[config.mk]
export PLATFORM = sky130hd
export DESIGN_NAME = barcode_ticket_reader
export DESIGN_NICKNAME = d
export VERILOG_FILES = /design/src/rtl/ticket_pkg.sv /design/src/rtl/ticket_timeout_counter.sv /design/src/rtl/barcode_ticket_reader.sv
export SDC_FILE = /design/constraint.sdc
export NUM_CORES = 1
export LEC_CHECK = 0
export ABC_AREA = 0
export ABC_CLOCK_PERIOD_IN_PS = 2450
export CELL_PAD_IN_SITES_DETAIL_PLACEMENT = 0
export CELL_PAD_IN_SITES_GLOBAL_PLACEMENT = 1
export CORE_MARGIN = 4
export CORE_UTILIZATION = 45
export CTS_CLUSTER_DIAMETER = 100
export CTS_CLUSTER_SIZE = 24
export DETAILED_ROUTE_END_ITERATION = 7
export HOLD_SLACK_MARGIN = 0.12
export PLACE_DENSITY = 0.82
export SLEW_MARGIN = 5
export SYNTH_ARGS = -nofsm -noshare
export SYNTH_HDL_FRONTEND = slang
export SYNTH_SLANG_ARGS = --single-unit
[constraint.sdc]
create_clock -name Clk -period 2.45 [get_ports Clk]
set_input_delay 0.245 -clock Clk [delete_from_list [all_inputs] [get_ports Clk]]
set_output_delay 0.245 -clock Clk [all_outputs]
set_load 0.03 [all_outputs]
[src/rtl/ticket_pkg.sv]
// Shared definitions for the ticket barcode generator and reader.
package ticket_pkg;

   // Payload layout, MSB first on the wire
   localparam int unsigned PAYLOAD_W    = 16;
   localparam int unsigned CLIENT_W     = 2;
   localparam int unsigned DURATION_W   = 3;
   localparam int unsigned VALUE_W      = 5;
   localparam int unsigned EXCESS_W     = 6;
   localparam int unsigned CLIENT_LSB   = 14;
   localparam int unsigned DURATION_LSB = 11;
   localparam int unsigned VALUE_LSB    = 6;
   localparam int unsigned EXCESS_LSB   = 0;

   // Frame guards, first bit on the wire = MSB
   localparam logic [2:0] START_PAT = 3'b101;
   localparam logic [2:0] STOP_PAT  = 3'b101;

   // ErrorCode values
   localparam logic [1:0] ERR_PARITY  = 2'b01;
   localparam logic [1:0] ERR_STOP    = 2'b10;
   localparam logic [1:0] ERR_TIMEOUT = 2'b11;

   typedef enum logic [1:0] {
      StIdle,
      StPayload,
      StParity,
      StStop
   } state_t;

endpackage

[src/rtl/ticket_timeout_counter.sv]
// Stall detector: counts enabled cycles since the last clear and pulses expire_o
// on the cycle that would complete TIMEOUT_CYC idle cycles.
module ticket_timeout_counter #(
   parameter int unsigned TIMEOUT_CYC = 1000
) (
   input  logic clk_i,
   input  logic rst_ni,
   input  logic clear_i,
   input  logic enable_i,
   output logic expire_o
);

   localparam int unsigned CntW = $clog2(TIMEOUT_CYC + 1);
   localparam logic [CntW-1:0] LastCnt = CntW'(TIMEOUT_CYC - 1);

   logic [CntW-1:0] count_q, count_d;

   // Clear wins over counting so a strobe on the expiry cycle restarts the count
   always_comb begin
      count_d = count_q;
      if (clear_i) begin
         count_d = '0;
      end else if (enable_i) begin
         count_d = count_q + 1'b1;
      end
   end

   assign expire_o = enable_i && !clear_i && (count_q == LastCnt);

   // Count register
   always_ff @(posedge clk_i or negedge rst_ni) begin
      if (!rst_ni) begin
         count_q <= '0;
      end else begin
         count_q <= count_d;
      end
   end

endmodule

[src/rtl/barcode_ticket_reader.sv]
// Rebuilds ticket fields from the scanned bar/space bit stream; checks guards,
// parity and aborts stalled scans.
module barcode_ticket_reader
   import ticket_pkg::*;
#(
   parameter int unsigned TIMEOUT_CYC = 1000
) (
   input  logic                  Clk,
   input  logic                  Reset_n,
   input  logic                  BitIn,
   input  logic                  BitValid,
   output logic [CLIENT_W-1:0]   Client,
   output logic [DURATION_W-1:0] Duration,
   output logic [VALUE_W-1:0]    ValueToPay,
   output logic [EXCESS_W-1:0]   Excess5,
   output logic                  FrameValid,
   output logic                  FrameError,
   output logic [1:0]            ErrorCode,
   output logic                  Busy
);

   localparam int unsigned CntW = $clog2(PAYLOAD_W);

   state_t                 state_q, state_d;
   logic [2:0]             win_q, win_d;      // start window in idle, stop guard in StStop
   logic [2:0]             win_shift;
   logic [PAYLOAD_W-1:0]   shift_q, shift_d;
   logic [PAYLOAD_W-1:0]   payload_q, payload_d; // last good payload
   logic [CntW-1:0]        cnt_q, cnt_d;
   logic                   par_err_q, par_err_d;
   logic                   frame_valid_q, frame_valid_d;
   logic                   frame_error_q, frame_error_d;
   logic [1:0]             err_code_q, err_code_d;
   logic                   expire;

   assign win_shift = {win_q[1:0], BitIn};

   ticket_timeout_counter #(
      .TIMEOUT_CYC (TIMEOUT_CYC)
   ) u_timeout (
      .clk_i    (Clk),
      .rst_ni   (Reset_n),
      .clear_i  (BitValid || (state_q == StIdle)),
      .enable_i (state_q != StIdle),
      .expire_o (expire)
   );

   // Frame FSM next state, shift registers and result capture
   always_comb begin
      state_d       = state_q;
      win_d         = win_q;
      shift_d       = shift_q;
      payload_d     = payload_q;
      cnt_d         = cnt_q;
      par_err_d     = par_err_q;
      frame_valid_d = 1'b0;
      frame_error_d = 1'b0;
      err_code_d    = err_code_q;

      unique case (state_q)
         StIdle: begin
            if (BitValid) begin
               win_d = win_shift;
               if (win_shift == START_PAT) begin
                  state_d = StPayload;
                  win_d   = '0;
                  cnt_d   = '0;
               end
            end
         end
         StPayload: begin
            if (BitValid) begin
               shift_d = {shift_q[PAYLOAD_W-2:0], BitIn};
               cnt_d   = cnt_q + 1'b1;
               if (cnt_q == CntW'(PAYLOAD_W - 1)) begin
                  state_d = StParity;
                  cnt_d   = '0;
               end
            end
         end
         StParity: begin
            if (BitValid) begin
               par_err_d = BitIn != (^shift_q);
               state_d   = StStop;
            end
         end
         StStop: begin
            if (BitValid) begin
               win_d = win_shift;
               cnt_d = cnt_q + 1'b1;
               if (cnt_q == CntW'(2)) begin
                  state_d = StIdle;
                  win_d   = '0;
                  cnt_d   = '0;
                  // Stop guard error takes precedence over parity error
                  if (win_shift != STOP_PAT) begin
                     frame_error_d = 1'b1;
                     err_code_d    = ERR_STOP;
                  end else if (par_err_q) begin
                     frame_error_d = 1'b1;
                     err_code_d    = ERR_PARITY;
                  end else begin
                     frame_valid_d = 1'b1;
                     payload_d     = shift_q;
                  end
               end
            end
         end
         default: state_d = StIdle;
      endcase

      // expire never coincides with BitValid, so no frame result is overridden
      if (expire) begin
         state_d       = StIdle;
         win_d         = '0;
         cnt_d         = '0;
         frame_error_d = 1'b1;
         err_code_d    = ERR_TIMEOUT;
      end
   end

   // State and output registers
   always_ff @(posedge Clk or negedge Reset_n) begin
      if (!Reset_n) begin
         state_q       <= StIdle;
         win_q         <= '0;
         shift_q       <= '0;
         payload_q     <= '0;
         cnt_q         <= '0;
         par_err_q     <= 1'b0;
         frame_valid_q <= 1'b0;
         frame_error_q <= 1'b0;
         err_code_q    <= '0;
      end else begin
         state_q       <= state_d;
         win_q         <= win_d;
         shift_q       <= shift_d;
         payload_q     <= payload_d;
         cnt_q         <= cnt_d;
         par_err_q     <= par_err_d;
         frame_valid_q <= frame_valid_d;
         frame_error_q <= frame_error_d;
         err_code_q    <= err_code_d;
      end
   end

   assign Client     = payload_q[CLIENT_LSB   +: CLIENT_W];
   assign Duration   = payload_q[DURATION_LSB +: DURATION_W];
   assign ValueToPay = payload_q[VALUE_LSB    +: VALUE_W];
   assign Excess5    = payload_q[EXCESS_LSB   +: EXCESS_W];
   assign FrameValid = frame_valid_q;
   assign FrameError = frame_error_q;
   assign ErrorCode  = err_code_q;
   assign Busy       = (state_q != StIdle);

endmodule

==> results_dict.tcl <==
set metrics [dict create \
    fillers 498 \
    cp-end-kind "output pin" \
    seq_area_mm2 0.00138 \
    synth-main-ff-cell "dfrtp_1" \
    firstDrtPassIters 4 \
    cts_tree "done" \
    postLayoutCoreUtil_pct 55.0 \
    grt_max_degree 56 \
    initial_core_util_pct 47.0 \
    clkSinkCount 55 \
    p_per_area_mw_per_mm2 1010 \
    fp.dieW_um 84.3 \
    cts-resized-gates 0 \
    die_y_um 84.3 \
    crit_slowest_cell "clkdlybuf4s50_1" \
    die-area_mm2 0.00710 \
    path_cells "inv_1, ha_1, buf_4, inv_1, clkdlybuf4s50_1" \
    routed_wl_um 4540 \
    crit_fanout 6 \
    place_hpwl_um 3120 \
    clock_path_buffers 2 \
    yosysWarnings 0 \
    drt_iter0_markers 82 \
    syn_to_final_growth_pct 17.1 \
    ioPinCount 25 \
    avgRoutedWirePerCell_um 14.3 \
    drv_slew 0 \
    io_buffers 24 \
    h-tree-depth 2 \
    antenna_found_initial 0 \
    crit_family "buffers and inverters" \
    viasPerCell 5.21 \
    slew_headroom_pct 72.5 \
    slowest_delay_ns 0.67 \
    critical_path_class "reg -> out" \
    finClkSkew_ns 0.00959 \
    row_count 27 \
    postCtsSetupRepairBufs 0 \
    finalCritPeriodShare_pct 90.3 \
    r2r_slack_ns 0.40 \
    gp_congestion 0.781 \
    diodes 0 \
    worstHoldPathType "in -> async" \
    drive_gt1_share_pct 18.0 \
    cts_hold_buf 1 \
    drtAntennaViolNets 0 \
    worstPathRequired_ns 2.20 \
    netlist_area_mm2 0.00262 \
    arrival_ns 1.97 \
    crit_top_cell "inv_1" \
    fmax_ghz 0.452 \
    period_minus_slack_ns 2.21 \
    r2r-start "state_q[1]" \
    synth_edf_count 0 \
    cap_violations 0 \
    route.vias.total 1651 \
    hold_viol_final 0 \
    worst-path-buf-inv 4 \
    yosys.area.top_type "dfrtp_1" \
    nets 256 \
    core_area_mm2 0.00557 \
    grt_pass1_vias 1676 \
    syn_inst 212 \
    rsz0062_at_grt "no" \
    grt_util_all_layers_pct 14.0 \
    ir_worst_vdd_v 0.000484 \
    clk-insertion-delay-late_ns 0.31 \
    place_ws_ns 0.384 \
    fin_tns_setup_ns 0 \
    ys_ff_latch 55 \
    multi_input_area_mm2 0.00120 \
    worstSetupStartpointType "register" \
    synth_seq_area_share_pct 52.6 \
    cts_buffers 5 \
    grt_overflow_total 0 \
    cts_root_buf "clkbuf_8" \
    fin_ws_ns 0.238 \
    synth_top_area_share_pct 52.6 \
    grt_pass1_wl_um 8090 \
    drcViolationCount 0 \
    avgSynthCellArea_um2 12.3 \
    syn_nets 224 \
    mostFrequentLayoutCells "55 x dfrtp_1, 23 x mux2_2, 23 x clkdlybuf4s50_1" \
    worstMarginPinSlew_ns 0.412 \
    synth_area_leaders "dfrtp_1 53%, mux2_2 9.9%, xnor2_1 5.0%" \
    status "finished, final reports clean" \
    leakage_nw 1.41 \
    cp-startpoint "state_q[0]" \
    setup_viol 0 \
    async_flop_share_pct 100 \
    synth.distinct_cells 45 \
    layout_commonest_cell "dfrtp_1" \
    cts.clk_slew.worst_paths_ns 0.11 \
]
[sequential cells by signal, indices dropped and copies added (netlist names)]
register	cells
state_q	2
win_q	2
shift_q	16
u_timeout.count_q	10
payload_q	16
FrameValid	1
FrameError	1
par_err_q	1
ErrorCode	2
cnt_q	4
[path summary, 6_finish.rpt]
| path | cells after the start | endpoint |
|---|---|---|
| setup / recovery | 5 | Busy |
| hold / removal | 3 | u_timeout.count_q[4] |
| setup reg to reg | 7 | state_q[1] |
| hold reg to reg | 1 | u_timeout.count_q[0] |
| max in group asynchronous | 3 | payload_q[6] |
| min in group Clk | 1 | u_timeout.count_q[0] |
[layer usage]
metal | part of all wire [%] | wire length, um | track usage (%)
met5 | 0 | 0 | 0
met3 | 3.3 | 148 | 3.34
met4 | 1.5 | 69 | 4.53
met2 | 47 | 2130 | 22.1
met1 | 48 | 2190 | 19.1
[where the power goes]
| part | switching (mW) | leakage, nW | total (mW) | internal, mW |
|---|---|---|---|---|
| Combinational | 0.604 | 0.619 | 1.30 | 0.691 |
| Sequential | 0.190 | 0.740 | 1.29 | 1.10 |
| Clock | 0.312 | 0.0461 | 0.520 | 0.207 |
[layout make-up]
type	instances	share of cell area (%)
multi-input combinational	147	39.1
inverter	7	0.857
clock inverter	3	0.776
clock buffer	5	2.25
sequential	55	44.9
timing repair buffer	28	9.15
tap	72	2.94
[per-stage QoR]
stage          hold slack, ns  power, mW  std cells  instance area [um^2]
3_5_place_dp            0.270       2.61        308                  2960
5_1_grt                 0.488       3.33        317                  3060
6_report                0.454       3.10        317                  3060
4_1_cts                 0.460       3.14        317                  3060
3_3_place_gp            0.269       2.59        308                  2960
2_1_floorplan         -0.0506       2.30        212                  2620
[synthesized netlist by cell type (2+ instances only)]
master / number
nand3_1: 9
nand2b_1: 2
nand2_1: 13
a21oi_1: 7
or3_1: 2
xor2_1: 5
xnor2_1: 15
mux2_2: 23
mux2_1: 9
o21ai_1: 5
o21ai_0: 4
nor3_1: 3
inv_1: 7
and4_1: 2
o31ai_1: 2
nor2_1: 13
a22o_1: 2
dfrtp_1: 55
ha_1: 8
[tightest hold or removal path, stage by stage]
cell           delay (ns)
dlygate4sd3_1        0.51
buf_2                0.12
buf_12               0.27
[cells by family (layout without fill, tap and decap cells)]
group,count (synthesis),count (layout),synth area share (%)
and+or+nand+nor,57,57,13.1
muxes,33,33,14.1
xor gates and xnor gates,21,21,7.55
AOI/OAI and AO/OA,28,28,7.17
adders and majority gates,8,8,3.82
buffers and inverters,10,43,1.63
DFF,55,55,52.6
Note: power is estimated with default switching activity, not from simulation.
